[src/rtl/prim_arbiter_wrr.sv]
// ---------------------------------------------------------------------------
// prim_arbiter_wrr
//
// N:1 weighted round-robin arbiter with per-requester burst credit and a
// combinational valid/ready output handshake. A requester that wins a fresh
// turn keeps the grant for weight+1 accepted beats, as long as it keeps
// requesting. While the sink is not ready the current decision is frozen, so
// the winner cannot change under a stalled beat.
//
// Optional feature macro: PRIM_ARB_WRR_PKT_LOCK_EN
//   When defined, a last_i port is added and a turn is extended until the
//   owner's end-of-packet beat, so turns never end in the middle of a packet.
//
// Parameters:
//   N          number of requesters (>= 2)
//   DW         payload width
//   WW         weight width; a turn lasts weight+1 accepted beats
//   EnDataPort 0: data_i is ignored and data_o is constant all-ones
//
// Ports:
//   clk_i     clock
//   rst_i     synchronous active-high reset
//   req_i     per-requester request
//   data_i    per-requester payload
//   weight_i  per-requester weight, sampled when a turn starts
//   last_i    per-requester end-of-packet marker (packet-lock build only)
//   gnt_o     one-hot0 grant, winner qualified by ready_i
//   idx_o     winner index, 0 when nothing requests
//   valid_o   any request pending
//   data_o    winner payload, 0 when nothing requests
//   ready_i   sink ready
// ---------------------------------------------------------------------------
module prim_arbiter_wrr #(
  parameter int unsigned N          = 4,
  parameter int unsigned DW         = 32,
  parameter int unsigned WW         = 4,
  parameter bit          EnDataPort = 1'b1,
  localparam int unsigned IdxW      = $clog2(N)
) (
  input  logic                   clk_i,
  input  logic                   rst_i,
  input  logic [N-1:0]           req_i,
  input  logic [N-1:0][DW-1:0]   data_i,
  input  logic [N-1:0][WW-1:0]   weight_i,
`ifdef PRIM_ARB_WRR_PKT_LOCK_EN
  input  logic [N-1:0]           last_i,
`endif
  output logic [N-1:0]           gnt_o,
  output logic [IdxW-1:0]        idx_o,
  output logic                   valid_o,
  output logic [DW-1:0]          data_o,
  input  logic                   ready_i
);

  // Turn ownership and the stall freeze.
  logic [IdxW-1:0] cur_q;   // current or most recent owner
  logic            hold_q;  // owner turn in progress
  logic [WW-1:0]   cred_q;  // beats left after the current one
  logic            lock_q;  // decision frozen by a stalled beat
  logic [IdxW-1:0] lidx_q;  // frozen winner

  logic [IdxW-1:0] scan_idx;
  logic [IdxW-1:0] win_idx;
  logic            use_lock;
  logic            use_hold;
  logic            accept;
  logic            held_beat;

  // Rotating scan: the first requester after cur_q, wrapping back to cur_q.
  // Walking offsets from far to near lets the nearest match overwrite the
  // others, so no early exit is needed.
  always_comb begin
    // NOTE: every combinational output gets a default before any condition,
    // so no path leaves a value unassigned and no latch is inferred.
    scan_idx = cur_q;
    for (int off = int'(N); off >= 1; off--) begin
      if (req_i[IdxW'((int'(cur_q) + off) % int'(N))]) begin
        scan_idx = IdxW'((int'(cur_q) + off) % int'(N));
      end
    end
  end

  assign use_lock = lock_q && req_i[lidx_q];
  assign use_hold = hold_q && req_i[cur_q];
  assign win_idx  = use_lock ? lidx_q : (use_hold ? cur_q : scan_idx);

  assign valid_o  = |req_i;
  assign accept   = valid_o && ready_i;
  // A beat continues the running turn only if the owner itself wins again;
  // anything else (including a frozen non-owner) starts a new turn.
  assign held_beat = hold_q && req_i[cur_q] && (win_idx == cur_q);

  always_comb begin
    gnt_o = '0;
    if (accept) begin
      gnt_o[win_idx] = 1'b1;
    end
  end

  assign idx_o = valid_o ? win_idx : '0;

  always_comb begin
    if (!EnDataPort) begin
      data_o = '1;
    end else if (valid_o) begin
      data_o = data_i[win_idx];
    end else begin
      data_o = '0;
    end
  end

  always_ff @(posedge clk_i) begin
    // NOTE: registered state is written only with non-blocking assignments so
    // every flop samples the pre-edge values regardless of statement order.
    if (rst_i) begin
      cur_q  <= IdxW'(N - 1);  // first scan after reset starts at index 0
      hold_q <= 1'b0;
      cred_q <= '0;
      lock_q <= 1'b0;
      lidx_q <= '0;
    end else if (accept) begin
      lock_q <= 1'b0;
      if (held_beat) begin
        if (cred_q > WW'(1)) begin
          cred_q <= cred_q - WW'(1);
        end else begin
          cred_q <= '0;
`ifdef PRIM_ARB_WRR_PKT_LOCK_EN
          // Credit exhausted: the turn survives until the packet ends.
          hold_q <= !last_i[cur_q];
`else
          hold_q <= 1'b0;
`endif
        end
      end else begin
        cur_q  <= win_idx;
        cred_q <= weight_i[win_idx];
`ifdef PRIM_ARB_WRR_PKT_LOCK_EN
        hold_q <= (weight_i[win_idx] != '0) || !last_i[win_idx];
`else
        hold_q <= (weight_i[win_idx] != '0);
`endif
      end
    end else begin
      // Stalled beat freezes the winner; an idle cycle releases the freeze.
      lock_q <= valid_o;
      if (valid_o) begin
        lidx_q <= win_idx;
      end
      // An owner that stops requesting forfeits the rest of its turn.
      if (hold_q && !req_i[cur_q]) begin
        hold_q <= 1'b0;
      end
    end
  end

endmodule
[config.mk]
export PLATFORM = sky130hd
export DESIGN_NAME = prim_arbiter_wrr
export DESIGN_NICKNAME = d
export VERILOG_FILES = /design/src/rtl/prim_arbiter_wrr.sv
export SDC_FILE = /design/constraint.sdc
export NUM_CORES = 1
export LEC_CHECK = 0
export ABC_CLOCK_PERIOD_IN_PS = 7500
export BUFFER_PORTS_ARGS = -buffer_cell sky130_fd_sc_hd__buf_2
export CORE_MARGIN = 2
export CORE_UTILIZATION = 41
export CTS_CLUSTER_SIZE = 8
export DETAILED_ROUTE_END_ITERATION = 10
export PLACE_DENSITY = 0.87
export SETUP_SLACK_MARGIN = 0.1
export SLEW_MARGIN = 20
export SYNTH_ARGS = -nofsm -noshare
export SYNTH_HDL_FRONTEND = slang
export SYNTH_SLANG_ARGS = --single-unit
[constraint.sdc]
create_clock -name clk_i -period 7.5 [get_ports clk_i]
set_input_delay 0.375 -clock clk_i [delete_from_list [all_inputs] [get_ports clk_i]]
set_output_delay 0.375 -clock clk_i [all_outputs]
set_load 0.1 [all_outputs]
* Yosys cells after proc, flatten, opt, wreduce, memory -nomap -nowiden
Index checks and enable logic that the tools add are counted.
** Storage, ports and cells
- Memory bits (read-only) :: 0
- Logic and storage cells :: 74
- Memory bits (writable) :: 0
- Bits in latches :: 0
- Memories kept :: 0
- Register bits :: 10
- Input bits :: 151
- Output and inout port bits :: 39
** Cells by class
- Shift operators :: 0
- Div/mod/pow operators :: 0
- Bitwise gates (word level) :: 2
- Multiply operators :: 0
- Order comparisons :: 9
- Reductions and logical operators :: 14
- Add/sub/neg operators :: 5
- Equal/unequal tests :: 2
- Mux-type cells :: 37
** Operators by type and width (count)
- binary-select mux 32 bit (select 2 bit) :: 1
- 2-to-1 mux 32 bit :: 2
- < comparator 2 x 4 -> 1 bit, second input constant :: 4
- 2-to-1 mux 4 bit :: 4
- 2-to-1 mux 1 bit :: 15
- 2-to-1 mux 2 bit :: 7
- binary-select mux 1 bit (select 2 bit) :: 6
- < comparator 2 x 3 -> 1 bit, second input constant :: 3
- binary-select mux 4 bit (select 2 bit) :: 1
- logical AND 1 bit :: 6
- AND reduction 2 bit :: 3
- adder 2 x 1 -> 2 bit, second input constant :: 2
- adder 2 bit, second input constant :: 2
- > comparator 4 x 1 -> 1 bit, second input constant :: 1
- nonzero test 4 bit :: 1
- OR reduction 4 bit :: 1
- subtractor 4 x 1 -> 4 bit, second input constant :: 1
- != test 3 bit, second input constant :: 1
- demux 1 bit (select 2 bit) :: 1
- == test 2 bit :: 1
- >= comparator 2 x 1 -> 1 bit, second input constant :: 1
- inverter 1 bit :: 2
- nonzero test 2 bit :: 1
- OR reduction 2 bit :: 1
- logical NOT 1 bit :: 1

* Logic depth before layout (Yosys ltp)
- Depth after elaboration :: 15
- Mapped depth :: 10
- Depth with buffers taken out :: 7

* Worst setup path after synthesis
No wires, ideal clock.
- Path kind :: flip-flop to output port
- Start point :: reg cur_q[0]
- End point :: out gnt_o[0]
- Data required time :: 7.125 ns
- Path buffers :: 3
- Arrival :: 3.950 ns
- Slack :: 3.175 ns
- Cell stages (with the launch flop) :: 8
- Path through :: dfxtp_1 -> buf_2 -> mux4_2 -> o41ai_2 -> a31oi_4 -> buf_6 -> buf_6 -> nor3_1
** Between the ends
- Word-level cells in the longest chain between the ends :: 15
** RTL lines
- from (decl) :: line 56 : logic [IdxW-1:0] cur_q;
- from (signal assigned) :: line 116 : cur_q <= IdxW'(N - 1);
- from (signal assigned) :: line 136 : cur_q <= win_idx;
- adder 2 x 1 -> 2 bit :: line 77, 78
- binary-select mux 1 bit (select 2 bit) :: line 77 : if (req_i[IdxW'((int'(cur_q) + off) % int'(N))]) begin
- 2-to-1 mux 1 bit (not written as such) (2 in series) :: line 77
- 2-to-1 mux 2 bit (4 in series) :: line 77
- 2-to-1 mux 2 bit * (2 in series) :: line 85 : assign win_idx = use_lock ? lidx_q : (use_hold ? cur_q : scan_idx);
- < comparator 2 x 3 -> 1 bit (not written as such) / >= comparator 2 x 1 -> 1 bit (equally long branches) :: line 96 : gnt_o[win_idx] = 1'b1;
- logical AND 1 bit (not written as such) :: line 96
- 2-to-1 mux 1 bit (not written as such) :: line 96
- demux 1 bit (select 2 bit) * :: line 96
- 2-to-1 mux 4 bit * :: line 95 : if (accept) begin
- to (decl) :: line 48 : output logic [N-1:0] gnt_o,
Every way passes the cells marked *; elsewhere a longest branch is shown, timed or not. The select of a mux whose other input is x is not followed.

* Final worst setup path
- Start point :: reg cur_q[0]
- End point :: out data_o[28]
** Between the ends
- Word-level cells in the longest chain between the ends :: 13
** RTL lines
- adder 2 x 1 -> 2 bit :: line 77, 78
- binary-select mux 1 bit (select 2 bit) :: line 77
- 2-to-1 mux 1 bit (not written as such) (2 in series) :: line 77
- 2-to-1 mux 2 bit (4 in series) :: line 77
- 2-to-1 mux 2 bit * (2 in series) :: line 85
- binary-select mux 32 bit (select 2 bit) * :: line 106 : data_o = data_i[win_idx];
- 2-to-1 mux 32 bit (not written as such) * :: line 106
- 2-to-1 mux 32 bit * :: line 105 : end else if (valid_o) begin
- to (decl) :: line 51 : output logic [DW-1:0] data_o,
Marks and branches as above.

==> flow_summary_export.csv <==
group,metric,value,unit
grt,overflow,0,
power_and_ir_drop,clock_power_share,7.8,%
critical_path,timing.critical_path.to_type,"output port",
layout,layout_commonest_cell,"sky130_fd_sc_hd__buf_2",
power_and_ir_drop,power.internal,0.0003122,W
critical_path,critPathLaunch,"cur_q[0]$_SDFFE_PP1P_",
cts,clock_root_buffer,"sky130_fd_sc_hd__clkbuf_8",
synthesis,fraction_of_the_yosys_area_taken_by_sequential_cells,10.05,%
routing,sum_of_routed_wire_length_over_all_layers,7.412,mm
power_and_ir_drop,total_switching_power,0.0005828,W
layout,final_cells,435,
cts,cts_num_sinks,10,
synthesis,post_synth_instance_area,1992,um2
run,timing.max_cap.violations,0,
grt,grt_first_pass_wirelength,11.29,mm
routing,drt_first_iter_violations,127,
power_and_ir_drop,comb_power_share,84.8,%
floorplanning,design.core.area,4692,um2
synthesis,post_synth_num_cell_types,41,
routing,detail_route.drc_violations,0,
synthesis,synth_enable_flop_cells,0,
routing,postRouteAntennaNets,0,
placement,io_buffers,189,
layout,layout_common_cells,"189 x sky130_fd_sc_hd__buf_2, 35 x sky130_fd_sc_hd__and2_1, 35 x sky130_fd_sc_hd__mux4_2, 15 x sky130_fd_sc_hd__nand2_1, 15 x sky130_fd_sc_hd__nor2_1",
grt,pin_count_of_the_biggest_net_entering_global_routing,37,
timing,finalSetupTns,0,ns
placement,placedCellCount,430,
timing,final_number_of_hold_violating_endpoints,0,
grt,grt_pass1_vias,2456,
grt,globalRouteTotalUtil,27.08,%
routing,route.detailed.wl_per_inst,17.04,um
worst_hold_path,hold_path.class,"input port to register",
layout,fillerInstances,408,
cts,clk-insertion-delay-late,0.24,ns
synthesis,ys.warnings.count,0,
cts,cts.htree.levels,1,
timing,setup_viol_count_final,0,
routing,via_per_inst,5.669,
layout,drive_above_1_share,62.47,%
floorplanning,fp.dieArea,5432,um2
critical_path,regToRegStartpoint,"cur_q[0]$_SDFFE_PP1P_",
placement,dpl.hpwl,6.210,mm
power_and_ir_drop,ir_worst_vdd,0.1596,mV
cts,cts.path.max_buffers,2,
synthesis,synthTopCellsByArea,"sky130_fd_sc_hd__mux4_2 40%, sky130_fd_sc_hd__and2_1 11%, sky130_fd_sc_hd__dfxtp_1 10%, sky130_fd_sc_hd__mux2i_1 4.5%, sky130_fd_sc_hd__nand2_1 2.8%",
power_and_ir_drop,power.share.sequential,7.4,%
layout,syn2layout_area_growth,50.25,%
timing,period_minus_slack,4.247,ns
timing,finalCritPeriodShare,56.63,%
timing,fin_ws,3.253,ns
power_and_ir_drop,power.density_cell_area,299.0,nW/um2
layout,antenna-diode-count,0,
floorplanning,die_h,73.70,um
critical_path,worst_ep_required_time,7.12,ns
floorplanning,top_level_ports,190,
cts,cts_hold_buffers,0,
cts,post_cts_resized,0,
synthesis,avgSynthCellArea,9.861,um2
placement,gp_routability_congestion,0.9269,
worst_hold_path,hold_start,"ready_i",
timing,worst_slew_pin_slew,0.8523,ns
timing,final_max_slew_viol_count,0,
synthesis,synthesis.instances,202,
critical_path,critPathKind,"register to output port",
placement,pre_cts_ws,3.512,ns
power_and_ir_drop,netSwitchingFraction,65.12,%
floorplanning,num_rows,25,
cts,clk_pin_slew_worst_paths,0.05,ns
timing,timing.clock.skew,0.002735,ns
grt,antenna_found_initial,0,
critical_path,critical_path.max_fanout,28,
timing,max_fclk,0.2355,GHz
critical_path,critical_path.startpoint_type,"register",
floorplanning,initial_utilization,42.45,%
cts,tritoncts,"built",
synthesis,synth_area_leader_cell,"sky130_fd_sc_hd__mux4_2",
routing,drt_pass1_iterations,4,
synthesis,synth_fp_nets,355,
synthesis,netlist.area_leader.share,39.57,%
cts,cts.repair_timing.setup_buffer_count,0,
floorplanning,dieWidth,73.70,um
routing,via_count,2466,
power_and_ir_drop,power.static_leakage,1.416,nW
timing,relSlewSlack,43.12,%
layout,num-nets-final,535,
timing,grt_setup_unrepaired,"false",
synthesis,ys_async_sr_fraction,0,%
outcome,outcome,"finished, final reports clean",
cts,cts_inserted_buffers,3,
critical_path,worstPathArrival,3.87,ns
synthesis,ys_seq_elements,10,
synthesis,dominantRegCellSynth,"sky130_fd_sc_hd__dfxtp_1",
## path summary, 6_finish.rpt
kind,to,slack (ns),cells after the start
hold / removal,lock_q$_SDFF_PP0_,0.39,2
hold reg to reg,lidx_q[1]$_SDFFE_PP0P_,0.50,2
setup reg to reg,cred_q[0]$_SDFFE_PP0P_,4.08,8
setup / recovery,data_o[28],3.25,8
## critical path: stages, from the launching register on
cell and delay, ns:
sky130_fd_sc_hd__dfxtp_1 0.56, sky130_fd_sc_hd__mux2_1 0.40, sky130_fd_sc_hd__o2bb2ai_1 0.21, sky130_fd_sc_hd__or4_4 0.53, sky130_fd_sc_hd__a31oi_4 0.60, sky130_fd_sc_hd__buf_4 0.46, sky130_fd_sc_hd__mux4_2 0.25, sky130_fd_sc_hd__and2_1 0.16
sky130_fd_sc_hd__buf_2 0.44
## power groups by stage
| stage | logic, W | registers [W] | clock network (W) |
|---|---|---|---|
| finish | 0.000759 | 0.0000666 | 0.0000697 |
| CTS | 0.000759 | 0.0000667 | 0.0000688 |
| detailed placement | 0.000757 | 0.0000677 | 0 |
| floorplan | 0.000644 | 0.0000642 | 0 |
| global placement | 0.000750 | 0.0000675 | 0 |
| global route | 0.000790 | 0.0000676 | 0.0000728 |
## metrics by stage
stage	total power (W)	utilization (%)	instance area, um2	hold WS [ns]
2_1_floorplan	0.0007085	-	1992	0.4543
3_3_place_gp	0.0008180	62.37	2927	0.4772
3_5_place_dp	0.0008249	62.37	2927	0.4922
4_1_cts	0.0008945	63.55	2982	0.3727
5_1_grt	0.0009308	63.79	2993	0.3999
6_report	0.0008950	63.79	2993	0.3852
## cell type report
cell class	count	area, um2	share of cell area [%]
well taps	54	67.56	2.258
clock buffers	4	55.05	1.839
inverters	4	15.01	0.5017
flip-flops and latches	10	200.2	6.689
multi-input cells	171	1683	56.23
repair buffers	192	972.2	32.48
## synthesized netlist by cell type, types with 5 or more instances
cell	number
sky130_fd_sc_hd__nor2b_1	5
sky130_fd_sc_hd__buf_2	8
sky130_fd_sc_hd__mux4_2	35
sky130_fd_sc_hd__nor2_1	15
sky130_fd_sc_hd__nand2_1	15
sky130_fd_sc_hd__and2_1	35
sky130_fd_sc_hd__dfxtp_1	10
sky130_fd_sc_hd__a21oi_1	7
sky130_fd_sc_hd__nor3_1	8
sky130_fd_sc_hd__mux2i_1	9
## flip-flops by register name, indices dropped and copies added (netlist names)
register  flops
hold_q        1
lock_q        1
cred_q        4
cur_q         2
lidx_q        2
## routing by layer
layer  share of wire, %  wire length, um  track usage, %  vias to the layer above
met5                  0                0               0                        -
met4                4.9              364           14.55                        0
met3                6.9              509           3.567                       28
met2                 52             3866           50.60                      135
met1                 36             2672           29.07                     1157
li1                   -                -               -                     1146
## cell families after synthesis
logic type	synth area share (%)
adders and majority gates	1.256
DFF	10.05
AOI/OAI and AO/OA	13.19
buffers and inverters	6.406
muxes	44.66
xor gates and xnor gates	0.4398
and+or+nand+nor	24.00
Note: power is estimated with default switching activity, not from simulation.
